===== src/rtl/vm_customer_driver.sv =====
// rtl/vm_customer_driver.sv - customer-side initiator: pays in greedy coins, presses the button, checks the result
// Optional `VM_CUST_STATS_EN adds wrapping stat_txn_o/stat_mismatch_o/stat_revenue_o counters.
module vm_customer_driver #(
  parameter int unsigned WATER_PRICE = 5,
  parameter int unsigned SODA_PRICE  = 15,
  parameter int unsigned COIN_GAP    = 1,
  parameter int unsigned TIMEOUT     = 64,
  parameter int unsigned CHANGE_IDLE = 4
) (
  input  logic        clk_i,
  input  logic        rst_i,
  input  logic        cmd_valid_i,
  output logic        cmd_ready_o,
  input  logic [1:0]  cmd_bev_i,
  input  logic [7:0]  cmd_amount_i,
  output logic [2:0]  coin_in_o,
  output logic [1:0]  button_in_o,
  input  logic [1:0]  change_out_i,
  input  logic [1:0]  beverage_out_i,
  output logic        rsp_valid_o,
  input  logic        rsp_ready_i,
  output logic [1:0]  rsp_bev_o,
  output logic [8:0]  rsp_change_o,
  output logic [3:0]  rsp_coins_o,
  output logic        rsp_timeout_o,
  output logic        rsp_mismatch_o
`ifdef VM_CUST_STATS_EN
  ,
  output logic [15:0] stat_txn_o,
  output logic [15:0] stat_mismatch_o,
  output logic [19:0] stat_revenue_o
`endif
);

  typedef enum logic [2:0] {IDLE, COIN, GAP, BUTTON, WAIT_BEV, COLLECT, REPORT} state_e;

  state_e      state_q, adv_state;
  logic [1:0]  bev_q, rsp_bev_q, button_q, adv_bev;
  logic [7:0]  amount_q, remain_q, remain_d, coin_src, coin_val, price;
  logic [2:0]  coin_q, coin_d;
  logic [3:0]  coins_q;
  logic [8:0]  sum_q, sum_d;
  logic [9:0]  sum_wide;
  logic [31:0] cnt_q, idle_q;
  logic        rsp_valid_q, timeout_q, mismatch_q, mismatch_d, paid;

  function automatic logic [7:0] price_of(input logic [1:0] bev);
    case (bev)
      2'd1:    price_of = 8'(WATER_PRICE);
      2'd2:    price_of = 8'(SODA_PRICE);
      default: price_of = 8'd0;
    endcase
  endfunction

  // In IDLE the greedy selector looks at the incoming command so the first coin is registered on acceptance.
  assign coin_src = (state_q == IDLE) ? cmd_amount_i : remain_q;
  assign adv_bev  = (state_q == IDLE) ? cmd_bev_i : bev_q;

  always_comb begin
    coin_d   = 3'd0;
    coin_val = 8'd0;
    if (coin_src >= 8'd20) begin
      coin_d = 3'd5; coin_val = 8'd20;
    end else if (coin_src >= 8'd10) begin
      coin_d = 3'd4; coin_val = 8'd10;
    end else if (coin_src >= 8'd5) begin
      coin_d = 3'd3; coin_val = 8'd5;
    end else if (coin_src >= 8'd2) begin
      coin_d = 3'd2; coin_val = 8'd2;
    end else if (coin_src >= 8'd1) begin
      coin_d = 3'd1; coin_val = 8'd1;
    end
  end

  assign remain_d  = coin_src - coin_val;
  assign adv_state = (coin_src != 8'd0) ? COIN : ((adv_bev != 2'd0) ? BUTTON : COLLECT);

  assign sum_wide = {1'b0, sum_q} + {8'd0, change_out_i};
  assign sum_d    = sum_wide[9] ? 9'd511 : sum_wide[8:0];

  // Change is only checked when a real beverage was paid for in full.
  assign price      = price_of(bev_q);
  assign paid       = ((bev_q == 2'd1) || (bev_q == 2'd2)) && (amount_q >= price);
  assign mismatch_d = paid ? ((rsp_bev_q != bev_q) || (sum_d != {1'b0, amount_q - price}))
                           : (rsp_bev_q != 2'd0);

  always_ff @(posedge clk_i or negedge rst_i) begin
    if (!rst_i) begin
      state_q     <= IDLE;
      bev_q       <= 2'd0;
      amount_q    <= 8'd0;
      remain_q    <= 8'd0;
      coin_q      <= 3'd0;
      button_q    <= 2'd0;
      coins_q     <= 4'd0;
      sum_q       <= 9'd0;
      cnt_q       <= 32'd0;
      idle_q      <= 32'd0;
      rsp_valid_q <= 1'b0;
      rsp_bev_q   <= 2'd0;
      timeout_q   <= 1'b0;
      mismatch_q  <= 1'b0;
    end else begin
      case (state_q)
        IDLE: if (cmd_valid_i) begin
          bev_q      <= cmd_bev_i;
          amount_q   <= cmd_amount_i;
          rsp_bev_q  <= 2'd0;
          sum_q      <= 9'd0;
          timeout_q  <= 1'b0;
          mismatch_q <= 1'b0;
          coins_q    <= {3'd0, adv_state == COIN};
          state_q    <= adv_state;
          coin_q     <= coin_d;
          remain_q   <= remain_d;
          button_q   <= (adv_state == BUTTON) ? adv_bev : 2'd0;
          cnt_q      <= 32'd0;
          idle_q     <= 32'd0;
        end
        COIN: begin
          coin_q  <= 3'd0;
          cnt_q   <= 32'd0;
          state_q <= GAP;
        end
        GAP: if (cnt_q + 32'd1 >= COIN_GAP) begin
          coins_q  <= coins_q + {3'd0, adv_state == COIN};
          state_q  <= adv_state;
          coin_q   <= coin_d;
          remain_q <= remain_d;
          button_q <= (adv_state == BUTTON) ? adv_bev : 2'd0;
          cnt_q    <= 32'd0;
          idle_q   <= 32'd0;
        end else begin
          cnt_q <= cnt_q + 32'd1;
        end
        BUTTON: begin
          button_q <= 2'd0;
          cnt_q    <= 32'd0;
          state_q  <= WAIT_BEV;
        end
        WAIT_BEV: begin
          sum_q <= sum_d;
          if (beverage_out_i != 2'd0) begin
            rsp_bev_q <= beverage_out_i;
            state_q   <= COLLECT;
            cnt_q     <= 32'd0;
            idle_q    <= 32'd0;
          end else if (cnt_q + 32'd1 >= TIMEOUT) begin
            timeout_q <= 1'b1;
            state_q   <= COLLECT;
            cnt_q     <= 32'd0;
            idle_q    <= 32'd0;
          end else begin
            cnt_q <= cnt_q + 32'd1;
          end
        end
        COLLECT: begin
          sum_q  <= sum_d;
          cnt_q  <= cnt_q + 32'd1;
          idle_q <= (change_out_i != 2'd0) ? 32'd0 : idle_q + 32'd1;
          if (((change_out_i == 2'd0) && (idle_q + 32'd1 >= CHANGE_IDLE)) ||
              (cnt_q + 32'd1 >= TIMEOUT)) begin
            state_q     <= REPORT;
            rsp_valid_q <= 1'b1;
            mismatch_q  <= mismatch_d;
          end
        end
        REPORT: if (rsp_ready_i) begin
          rsp_valid_q <= 1'b0;
          state_q     <= IDLE;
        end
        default: state_q <= IDLE;
      endcase
    end
  end

  assign cmd_ready_o    = rst_i && (state_q == IDLE);
  assign coin_in_o      = coin_q;
  assign button_in_o    = button_q;
  assign rsp_valid_o    = rsp_valid_q;
  assign rsp_bev_o      = rsp_bev_q;
  assign rsp_change_o   = sum_q;
  assign rsp_coins_o    = coins_q;
  assign rsp_timeout_o  = timeout_q;
  assign rsp_mismatch_o = mismatch_q;

`ifdef VM_CUST_STATS_EN
  logic [15:0] stat_txn_q, stat_mismatch_q;
  logic [19:0] stat_revenue_q;

  always_ff @(posedge clk_i or negedge rst_i) begin
    if (!rst_i) begin
      stat_txn_q      <= 16'd0;
      stat_mismatch_q <= 16'd0;
      stat_revenue_q  <= 20'd0;
    end else if (rsp_valid_q && rsp_ready_i) begin
      stat_txn_q <= stat_txn_q + 16'd1;
      if (mismatch_q)
        stat_mismatch_q <= stat_mismatch_q + 16'd1;
      else if (rsp_bev_q != 2'd0)
        stat_revenue_q <= stat_revenue_q + {12'd0, price_of(rsp_bev_q)};
    end
  end

  assign stat_txn_o      = stat_txn_q;
  assign stat_mismatch_o = stat_mismatch_q;
  assign stat_revenue_o  = stat_revenue_q;
`endif

endmodule


===== config.mk =====
export PLATFORM = sky130hd
export DESIGN_NAME = vm_customer_driver
export DESIGN_NICKNAME = d
export VERILOG_FILES = /design/src/rtl/vm_customer_driver.sv
export SDC_FILE = /design/constraint.sdc
export NUM_CORES = 1
export LEC_CHECK = 0
export ABC_AREA = 1
export ABC_CLOCK_PERIOD_IN_PS = 3850
export CORE_ASPECT_RATIO = 1.1
export CORE_UTILIZATION = 30
export DETAILED_ROUTE_END_ITERATION = 8
export MAX_ROUTING_LAYER = met4
export PLACE_DENSITY_LB_ADDON = 0.12
export SETUP_SLACK_MARGIN = 0.3
export SLEW_MARGIN = 5
export SYNTH_ARGS = -nofsm -noshare
export SYNTH_HDL_FRONTEND = slang
export SYNTH_SLANG_ARGS = --single-unit

===== constraint.sdc =====
create_clock -name clk_i -period 3.85 [get_ports clk_i]
set_clock_uncertainty 0.15 [all_clocks]
set_input_delay 0.77 -clock clk_i [delete_from_list [all_inputs] [get_ports clk_i]]
set_output_delay 0.77 -clock clk_i [all_outputs]
set_load 0.01 [all_outputs]

==> results.sh <==
export IMPL_setup_tns_ps=0
export IMPL_core_sq_um=25400
export IMPL_numPortBuffers=41
export IMPL_synth_edf_count=0
export IMPL_period_needed_ps=3300
export IMPL_finalPower_mw=5.13
export IMPL_synth_mux_area_frac=0
export IMPL_hold_viol=0
export IMPL_num_fill_cells=2767
export IMPL_yosys_area_share_simple=0.386
export IMPL_synthArstFlopShare=1.00
export IMPL_syn_avg_cell_area_sq_um=6.53
export IMPL_synth_seq_cells=108
export IMPL_power_frac_comb=0.538
export IMPL_avgViaCountPerCell=4.62
export IMPL_synth_most_common_cell="nand2_1"
export IMPL_min_path_type="flip-flop to flip-flop"
export IMPL_worstPathRequired_ps=3980
export IMPL_drt_iter0_markers=418
export IMPL_gp_congestion=0.899
export IMPL_tightest_slew_ps=941
export IMPL_clk_path_buf_depth=2
export IMPL_wire_per_inst_microns=13.9
export IMPL_synth_top_area_share=0.346
export IMPL_area_delta_synth_final_pct=17.5
export IMPL_clk_latency_ps=360
export IMPL_synth_adder_area_share=0.0365
export IMPL_yosysUniqueCellTypes=39
export IMPL_synth_compound_area_frac=0.0995
export IMPL_syn_nets=1235
export IMPL_multiInputGateArea_sq_um=4490
export IMPL_cts_tree="yes"
export IMPL_wl_microns=22500
export IMPL_drive_above_1_share=0.0824
export IMPL_status="finished clean"
export IMPL_slew_headroom=0.373
export IMPL_setup_viol=0
export IMPL_post_dp_hpwl_microns=17400
export IMPL_die_h_microns=171
export IMPL_synth_top_family_by_area="simple AND/OR/NAND/NOR gates"
export IMPL_grt_antenna_before_repair=2
export IMPL_final_core_util=0.361
export IMPL_grt_ovfl_total=0
export IMPL_synth_ff_type="dfrtp_1"
export IMPL_synthTopCellsByCount="422 x nand2_1, 159 x nor2_1, 137 x inv_1"
export IMPL_startpoint_type="input pin"
export IMPL_dr_pass1_iters=5
export IMPL_ys_warn_count=0
export IMPL_cts_inserted_buffers=9
export IMPL_switching_share=0.429
export IMPL_area_sequential_sq_um=2710
export IMPL_drcViolationCount=0
export IMPL_holdWs_ps=337
export IMPL_ir_drop_mv=0.439
export IMPL_internal_power_mw=2.93
export IMPL_synth_xor_area_frac=0.0492
export IMPL_synth_cells=1196
export IMPL_seq_area_frac_synth=0.346
export IMPL_ant_nets=0
export IMPL_drv_slew=0
export IMPL_grt_usage=0.184
export IMPL_path_clk_slew_ps=80
export IMPL_clock_sinks=108
export IMPL_dieArea_sq_um=26700
export IMPL_htreeDepth=3
export IMPL_final_nets=1309
export IMPL_chipWidth_microns=156
export IMPL_path_max_fanout=2
export IMPL_rsz0062_at_grt="false"
export IMPL_grt_pass1_vias=7340
export IMPL_max_freq_ghz=0.303
export IMPL_finalNonFillerCells=1623
export IMPL_period_share=0.857
export IMPL_leakage_nw=4.45
export IMPL_p_per_area_nw_per_um2=559
export IMPL_rrSetupSlack_ps=580
export IMPL_end_kind="flip-flop"
export IMPL_drv_cap=0
export IMPL_grt_max_degree=71
export IMPL_cts_root_buf="clkbuf_16"
export IMPL_critical_path_class="input pin to flip-flop"
export IMPL_ios=42
export IMPL_hold_buffers=0
export IMPL_power_frac_clock=0.182
export IMPL_initial_core_util=0.307
export IMPL_pwr_share_seq=0.280
export IMPL_grt_pass1_wl_microns=37500
export IMPL_num_vias=7503
export IMPL_std_cell_rows=61
export IMPL_power_switching_mw=2.20
export IMPL_synth_area_leaders="dfrtp_1 35%, nand2_1 20%, nor2_1 7.6%"
export IMPL_yosys_area_top_type="dfrtp_1"
export IMPL_synthesis_area_sq_um=7810
export IMPL_crit_arrival_ps=3430
export IMPL_dpl_cell_count=1605
[power by group through the flow]
stage          sequential, mW  clock (mW)  combinational (mW)
3_3_place_gp             1.45           0                2.74
3_5_place_dp             1.45           0                2.72
6_report                 1.44       0.935                2.76
2_1_floorplan            1.45           0                1.80
5_1_grt                  1.46        1.01                3.11
4_1_cts                  1.43       0.976                2.76
[critical path, cell delays in order]
cell and delay, ps:
clkdlybuf4s50_1 440, o21ai_2 140, inv_1 80, nor2_2 130, nand2_1 90, nor2_1 120, o21ai_1 100, inv_1 80
nand2_1 50, nand2_1 70, inv_1 50, ha_1 280, nand2_1 60, nor2_1 40, a211oi_2 180, nor2_1 70
o21a_1 170, nor2_2 100, buf_4 120, xor2_1 140, nand2_1 80, o21ai_2 80
[stage by stage]
step                      worst slack [ps]  cell area [sq um]
after floorplan                        383               7810
after global placement               -92.2               8850
after detailed placement              -107               8850
after CTS                              336               9150
after global routing                   309               9180
final                                  551               9180
[cell usage in the layout (no fill, tap or decap), types with 2 or more instances in the layout]
cell and count:
a21oi_1 12, buf_4 42, clkbuf_16 9, clkdlybuf4s50_1 40, clkinv_4 2, dfrtp_1 106, dfrtp_2 2, diode_2 2
fa_1 3, ha_1 18, inv_1 136, inv_2 4, inv_6 2, nand2_1 421, nand2_2 7, nand2_4 2
nand3_1 88, nand3_2 3, nand3b_1 10, nand4_1 11, nor2_1 157, nor2_2 7, nor2_4 4, nor3_1 9
o21a_1 2, o21ai_0 57, o21ai_1 27, o21ai_2 10, o22ai_1 22, or2_2 5, xnor2_1 12, xor2_1 30
[path summary, 6_finish.rpt]
check	start	endpoint	cells after the start
max in group asynchronous	rst_i	idle_q[20]	3
min in group asynchronous	rst_i	cnt_q[9]	2
worst max-delay path	cmd_amount_i[5]	remain_q[5]	22
worst min-delay path	amount_q[3]	amount_q[3]	2
worst max register to register	state_q[0]	remain_q[5]	22
worst min register to register	amount_q[3]	amount_q[3]	2
[flip-flops by register name (all words and copies together) (netlist names)]
register	cells
rsp_valid_o	1
rsp_bev_o	2
rsp_mismatch_o	1
rsp_change_o	9
button_in_o	2
amount_q	8
remain_q	8
rsp_coins_o	4
state_q	3
cnt_q	32
bev_q	2
rsp_timeout_o	1
idle_q	32
coin_in_o	3
[what timing repair did]
item | CTS | global route
endpoints found under the setup margin | 4 | 4
setup buffers | 0 | 0
pin swaps | 0 | 3
gates resized for setup | 3 | 19
[cell families after synthesis]
logic type	count (synthesis)
and+or+nand+nor	725
buffers and inverters	161
AOI/OAI and AO/OA	138
DFF	108
xor gates and xnor gates	43
adders and majority gates	21
[final cells by class]
class                      instances  share of cell area
multi-input combinational        927               0.490
sequential                       108               0.295
timing repair buffer              83              0.0792
inverter                         141              0.0577
tap                              346              0.0472
clock buffer                      11              0.0264
clock inverter                     5             0.00463
antenna                            2            0.000545
[per-layer routing]
layer / wire length (microns) / global-route usage
met2: 10600 / 0.301
met3: 745 / 0.0267
met4: 206 / 0.0396
met1: 10900 / 0.241
met5: 0 / -
(Power assumes the default switching activity.)
